`src/rtl/gpu_pkg.sv`:
```
// Shared definitions for the gpu command scheduler: op codes, FSM encoding,
// coordinate widths and the packed command entry kept in the queue.
package gpu_pkg;

    localparam logic GPU_OP_DRAW  = 1'b0;
    localparam logic GPU_OP_CLEAR = 1'b1;

    typedef enum logic [1:0] {
        ST_IDLE   = 2'd0,
        ST_LOAD   = 2'd1,
        ST_STROBE = 2'd2,
        ST_WAIT   = 2'd3
    } gpu_state_e;

    // Two spare bits let excerpts start off-screen or span the full extent.
    function automatic int gpu_coord_w(input int extent);
        return $clog2(extent) + 2;
    endfunction

    localparam int GPU_FB_WIDTH  = 400;
    localparam int GPU_FB_HEIGHT = 240;
    localparam int GPU_WX        = gpu_coord_w(GPU_FB_WIDTH);
    localparam int GPU_WY        = gpu_coord_w(GPU_FB_HEIGHT);

    typedef struct packed {
        logic              op;
        logic [31:0]       address;
        logic [15:0]       address_x;
        logic [15:0]       address_y;
        logic [15:0]       image_width;
        logic [GPU_WX-1:0] width;
        logic [GPU_WY-1:0] height;
        logic [GPU_WX-1:0] x;
        logic [GPU_WY-1:0] y;
        logic [15:0]       clear_color;
    } gpu_cmd_t;

endpackage

```
`src/rtl/gpu_cmd_fifo.sv`:
```
// Synchronous FIFO with occupancy count and a flush that empties it next cycle.
// Full/empty come from the registered count, so a pop never frees a slot for
// a push in the same cycle.
module gpu_cmd_fifo #(
    parameter int WIDTH = 8,
    parameter int DEPTH = 8,
    localparam int AW   = (DEPTH > 1) ? $clog2(DEPTH) : 1
) (
    input  logic             clk,
    input  logic             reset,
    input  logic             flush,
    input  logic             push,
    input  logic             pop,
    input  logic [WIDTH-1:0] wdata,
    output logic [WIDTH-1:0] rdata,
    output logic [AW:0]      count,
    output logic             full,
    output logic             empty
);

    logic [WIDTH-1:0] mem [DEPTH];
    logic [AW-1:0]    wptr;
    logic [AW-1:0]    rptr;
    logic             do_push;
    logic             do_pop;

    assign full    = (count == (AW+1)'(DEPTH));
    assign empty   = (count == '0);
    assign do_push = push && !full && !flush;
    assign do_pop  = pop && !empty && !flush;
    assign rdata   = mem[rptr];

    always_ff @(posedge clk) begin
        if (reset || flush) begin
            wptr  <= '0;
            rptr  <= '0;
            count <= '0;
        end else begin
            if (do_push) wptr <= wptr + 1'b1;
            if (do_pop)  rptr <= rptr + 1'b1;
            unique case ({do_push, do_pop})
                2'b10:   count <= count + 1'b1;
                2'b01:   count <= count - 1'b1;
                default: ;
            endcase
        end
    end

    always_ff @(posedge clk) begin
        if (do_push) mem[wptr] <= wdata;
    end

endmodule

```
`src/rtl/gpu_cmd_queue.sv`:
```
// Queues draw/clear commands and issues them to gpu one at a time, holding the
// ctrl_* fields steady and producing a clean one-cycle draw/clear strobe.
module gpu_cmd_queue
    import gpu_pkg::*;
#(
    parameter int FB_WIDTH  = GPU_FB_WIDTH,
    parameter int FB_HEIGHT = GPU_FB_HEIGHT,
    parameter int DEPTH     = 8,
    localparam int WX       = gpu_coord_w(FB_WIDTH),
    localparam int WY       = gpu_coord_w(FB_HEIGHT),
    localparam int CW       = $clog2(DEPTH) + 1
) (
    input  logic          clk,
    input  logic          reset,

    input  logic          cmd_valid,
    output logic          cmd_ready,
    input  logic          cmd_op,
    input  logic [31:0]   cmd_address,
    input  logic [15:0]   cmd_address_x,
    input  logic [15:0]   cmd_address_y,
    input  logic [15:0]   cmd_image_width,
    input  logic [WX-1:0] cmd_width,
    input  logic [WY-1:0] cmd_height,
    input  logic [WX-1:0] cmd_x,
    input  logic [WY-1:0] cmd_y,
    input  logic [15:0]   cmd_clear_color,
    input  logic          cmd_flush,

    input  logic          gpu_busy,
    output logic [31:0]   ctrl_address,
    output logic [15:0]   ctrl_address_x,
    output logic [15:0]   ctrl_address_y,
    output logic [15:0]   ctrl_image_width,
    output logic [WX-1:0] ctrl_width,
    output logic [WY-1:0] ctrl_height,
    output logic [WX-1:0] ctrl_x,
    output logic [WY-1:0] ctrl_y,
    output logic [15:0]   ctrl_clear_color,
    output logic          ctrl_draw,
    output logic          ctrl_clear,

    output logic [CW-1:0] queue_count,
    output logic          idle,
    output logic          cmd_done
);

    gpu_state_e state_q, state_d;
    gpu_cmd_t   wr_entry;
    gpu_cmd_t   head;
    logic       op_q;
    logic       fifo_full;
    logic       fifo_empty;
    logic       push;
    logic       pop;

    // Entry layout is sized by the package framebuffer; casts adapt other sizes.
    always_comb begin
        wr_entry             = '0;
        wr_entry.op          = cmd_op;
        wr_entry.address     = cmd_address;
        wr_entry.address_x   = cmd_address_x;
        wr_entry.address_y   = cmd_address_y;
        wr_entry.image_width = cmd_image_width;
        wr_entry.width       = GPU_WX'(cmd_width);
        wr_entry.height      = GPU_WY'(cmd_height);
        wr_entry.x           = GPU_WX'(cmd_x);
        wr_entry.y           = GPU_WY'(cmd_y);
        wr_entry.clear_color = cmd_clear_color;
    end

    assign cmd_ready = !fifo_full && !cmd_flush;
    assign push      = cmd_valid && cmd_ready;
    assign pop       = (state_q == ST_IDLE) && !fifo_empty && !gpu_busy && !cmd_flush;

    gpu_cmd_fifo #(
        .WIDTH ($bits(gpu_cmd_t)),
        .DEPTH (DEPTH)
    ) u_fifo (
        .clk   (clk),
        .reset (reset),
        .flush (cmd_flush),
        .push  (push),
        .pop   (pop),
        .wdata (wr_entry),
        .rdata (head),
        .count (queue_count),
        .full  (fifo_full),
        .empty (fifo_empty)
    );

    always_comb begin
        state_d = state_q;
        unique case (state_q)
            ST_IDLE:   if (pop) state_d = ST_LOAD;
            ST_LOAD:   state_d = ST_STROBE;
            ST_STROBE: state_d = ST_WAIT;
            ST_WAIT:   if (!gpu_busy) state_d = ST_IDLE;
            default:   state_d = ST_IDLE;
        endcase
    end

    // Completion is flagged in the WAIT cycle that sees gpu idle, so the next
    // pop can follow in the very next cycle.
    assign cmd_done = (state_q == ST_WAIT) && !gpu_busy;
    assign idle     = fifo_empty && (state_q == ST_IDLE) && !gpu_busy;

    always_ff @(posedge clk) begin
        if (reset) begin
            state_q          <= ST_IDLE;
            op_q             <= GPU_OP_DRAW;
            ctrl_address     <= '0;
            ctrl_address_x   <= '0;
            ctrl_address_y   <= '0;
            ctrl_image_width <= '0;
            ctrl_width       <= '0;
            ctrl_height      <= '0;
            ctrl_x           <= '0;
            ctrl_y           <= '0;
            ctrl_clear_color <= '0;
            ctrl_draw        <= 1'b0;
            ctrl_clear       <= 1'b0;
        end else begin
            state_q <= state_d;
            if (pop) begin
                op_q             <= head.op;
                ctrl_address     <= head.address;
                ctrl_address_x   <= head.address_x;
                ctrl_address_y   <= head.address_y;
                ctrl_image_width <= head.image_width;
                ctrl_width       <= WX'(head.width);
                ctrl_height      <= WY'(head.height);
                ctrl_x           <= WX'(head.x);
                ctrl_y           <= WY'(head.y);
                ctrl_clear_color <= head.clear_color;
            end
            // Strobe is high only during STROBE: registered on leaving LOAD.
            ctrl_draw  <= (state_q == ST_LOAD) && (op_q == GPU_OP_DRAW);
            ctrl_clear <= (state_q == ST_LOAD) && (op_q == GPU_OP_CLEAR);
        end
    end

endmodule

```
`config.mk`:
```
export PLATFORM = sky130hd
export DESIGN_NAME = gpu_cmd_queue
export DESIGN_NICKNAME = d
export VERILOG_FILES = /design/src/rtl/gpu_pkg.sv /design/src/rtl/gpu_cmd_fifo.sv /design/src/rtl/gpu_cmd_queue.sv
export SDC_FILE = /design/constraint.sdc
export NUM_CORES = 1
export LEC_CHECK = 0
export ABC_CLOCK_PERIOD_IN_PS = 12850
export CORE_MARGIN = 8
export CORE_UTILIZATION = 50
export CTS_CLUSTER_SIZE = 12
export DETAILED_ROUTE_END_ITERATION = 8
export PLACE_DENSITY = 0.82
export SLEW_MARGIN = 20
export SYNTH_ARGS = -nofsm -noshare
export SYNTH_HDL_FRONTEND = slang
export SYNTH_SLANG_ARGS = --single-unit
export TNS_END_PERCENT = 5
```
`constraint.sdc`:
```
create_clock -name clk -period 12.85 [get_ports clk]
set_input_delay 2.57 -clock clk [delete_from_list [all_inputs] [get_ports clk]]
set_output_delay 2.57 -clock clk [all_outputs]
set_load 0.03 [all_outputs]
```
==> reports/qor.csv <==
metric,value,unit
Max Cap Viol,0,
Hold Crit Class,reg2reg,
DR WL/cell,27.2,um
reg2reg start,u_fifo.count[1],
# clock sinks,1265,
largest net degree at the start of global routing,111,
hold-critical path depth,1,
status,"complete, no violations",
xor and xnor fraction of the mapped netlist area,0.000924,
post-route setup TNS,0,ps
critical path's largest stage delay,820,ps
CTS root buffer,clkbuf_16,
placed inst area,0.0515,mm2
DIE HEIGHT,324,um
share of layout cells above drive strength 1,0.272,
GPL Wtd Cong,0.714,
Critical Path RT,10280,ps
I/O Buffers,290,
Worst path most repeated cell,clkdlybuf4s50_1,
CTS resizes,0,
vias in the first global route,24300,
simple-gate share of the synthesized area,0.0433,
complex-gate fraction of the synthesized area,0.0327,
Ports,291,
slowest CP cell,clkdlybuf4s50_1,
Die Area,0.105,mm2
post-synthesis sequential area ratio,0.769,
number of vias per cell,5.80,
flop and latch count out of synthesis,1265,
slew margin rel.,0.238,
Slew @ Worst Pin,1140,ps
post-route ant nets,0,
Max H-tree Level,4,
TritonCTS clock tree,built,
leakage power,17.1,nW
row count,113,
Post-CTS Setup Inserts,0,
Non-Filler Instances,3895,
Critical Path End Type,output pin,
RSZ-0062 raised after global routing,no,
final WL,106000,um
final clock skew,23.1,ps
CTS Buf Count,131,
"reg-to-reg slack, setup",9130,ps
sequential cell area,0.0365,mm2
worst hold start,op_q,
Final Hold Violating Endpoints,0,
cts hold-fix bufs,0,
GR Util All Layers,0.202,
Area Growth Syn to Fin,17.1,%
CP Launch Type,input pin,
mux cell area share after synthesis,0.133,
largest family of logic cells by synthesized area,multiplexers,
Core Area,0.0944,mm2
Clock Latency Late Sink,710,ps
first-pass GRT wire length,156000,um
yosys warns,0,
Total Nets Final,2663,
post-synth cell types,39,
Initial DRT Pass Iterations,6,
Max clock buf depth,3,
WS Path Type,in2out,
synthesized area per cell,21.8,um2
CP Data Arrival Time,4550,ps
synthesized cell area,0.0474,mm2
cell count after placement,3640,
critical path cell sequence,clkdlybuf4s50_1 > nor3b_1 > clkdlybuf4s50_1,
Hold Crit Endpoint,ctrl_draw,
fillers,6640,
global route overflow,0,
DP Wirelength,56000,um
final worst path period share,0.554,
Max VDD drop,0.134,mV
clock-pin slew on the worst setup and hold paths,50,ps
cells after synthesis,2172,
width of the die,324,um
Slew Limit Fails,0,
min Tclk post-route,7120,ps
Adder-Cell Fraction of Synth Area,0.00306,
final instance area,0.0555,mm2
max frequency,141,MHz
Reg-to-Reg End,u_fifo.mem[5][53],
DRT iter0 DRCs,1985,
initial antenna violation count,19,
# setup viols final,0,
vias post-DR,22583,
FF-to-FF path depth,6,
Initial Utilization,0.502,
Multi-input gate area,0.0102,mm2
syn_nets,2327,
# DRC,0,
largest fanout on the critical path,5,
power density cells,151,mW/mm2
critical path: cells and delay by family:
kind	cells	cell delay, ps
and+or+nand+nor	1	580
buffers and inverters	2	1390
per-layer routing:
metal / part of all wire / track usage
met1: 0.38 / 0.247
met2: 0.52 / 0.349
met3: 0.070 / 0.0521
met4: 0.025 / 0.0690
met5: 0.00062 / 0
worst max-delay path by stage:
stage,from,endpoint,slack [ps],cells past startpoint
after floorplan,cmd_flush,u_fifo.mem[1][0],-510,3
after global placement,gpu_busy,idle,5660,3
after detailed placement,cmd_flush,cmd_ready,5710,3
after CTS,cmd_flush,cmd_ready,5700,3
after global routing,cmd_flush,cmd_ready,5570,3
final,gpu_busy,idle,5730,3
cells in the final DEF (no fill, tap or decap), types with 4 or more instances in the layout:
| cell | synthesis | routed |
|---|---|---|
| edfxtp_1 | 1112 | 1112 |
| clkdlybuf4s50_1 | 0 | 289 |
| mux4_2 | 278 | 278 |
| nor2_1 | 158 | 152 |
| dfxtp_1 | 153 | 151 |
| clkbuf_16 | 0 | 135 |
| nor3_2 | 110 | 111 |
| o22ai_2 | 100 | 100 |
| clkbuf_1 | 48 | 68 |
| o22ai_1 | 39 | 39 |
| buf_4 | 7 | 37 |
| nor3_1 | 32 | 30 |
| diode_2 | 0 | 15 |
| clkbuf_8 | 0 | 15 |
| ha_1 | 10 | 10 |
| inv_1 | 7 | 7 |
| nand2b_1 | 7 | 7 |
| nor2_4 | 0 | 6 |
| nand2_1 | 5 | 5 |
| inv_6 | 0 | 5 |
| clkinv_2 | 0 | 5 |
| mux2i_1 | 4 | 4 |
| a21oi_1 | 4 | 4 |
| clkinv_1 | 0 | 4 |
metrics by stage:
step / power (mW) / utilization / setup WS, ps / hold WS, ps
after floorplan: 4.76 / - / -514 / 414
after global placement: 4.89 / 0.545 / 5660 / 432
after detailed placement: 4.91 / 0.545 / 5710 / 456
after CTS: 8.45 / 0.588 / 5700 / 455
after global routing: 8.62 / 0.588 / 5570 / 483
final: 8.37 / 0.588 / 5730 / 454
power by group:
group	switching (mW)	internal, mW	leakage (nW)
logic	0.170	0.122	3.83
registers	0.0195	4.51	11.3
clock network	1.51	2.04	1.94
sequential cells by signal (all words and copies together), names as in the netlist, 3 cells and up:
register	cells
u_fifo.mem	1112
ctrl_address	32
ctrl_address_x	16
ctrl_address_y	16
ctrl_clear_color	16
ctrl_image_width	16
ctrl_width	11
ctrl_x	11
ctrl_height	10
ctrl_y	10
u_fifo.count	4
u_fifo.rptr	3
u_fifo.wptr	3
synthesized netlist by cell type, drive strengths merged:
cell	number	area, um2
nor4b	1	8.76
buf	78	647
clkbuf	48	180
xnor2	3	26.3
mux2i	4	40.0
a211oi	1	7.51
edfxtp	1112	33400
and4b	1	10.0
nor2	158	593
nand3	4	45.0
nand2b	7	43.8
or2	1	6.26
or4	1	7.51
nor2b	1	6.26
nor3	142	1260
a21oi	4	20.0
nor3b	4	35.0
o31ai	1	7.51
o21bai	1	7.51
a22oi	1	7.51
xor2	2	17.5
o22ai	139	1500
dfxtp	153	3060
nand2	5	18.8
and3b	2	17.5
inv	8	30.0
mux4	278	6260
o21ai	1	5.00
fa	1	20.0
ha	10	125
final cells by class:
cell class / count / share of cell area
diodes: 15 / 0.000676
well taps: 1265 / 0.0285
multi-input cells: 773 / 0.183
clock buffers: 217 / 0.0689
repair buffers: 329 / 0.0581
clock inverters: 23 / 0.00374
inverters: 8 / 0.000631
flip-flops and latches: 1265 / 0.657
logic make-up after synthesis:
group	Yosys count
muxes	282
adders and majority gates	11
buffers and inverters	134
AOI/OAI and AO/OA	148
DFF	1265
and+or+nand+nor	327
xor gates and xnor gates	5
Note: power is estimated with default switching activity, not from simulation.
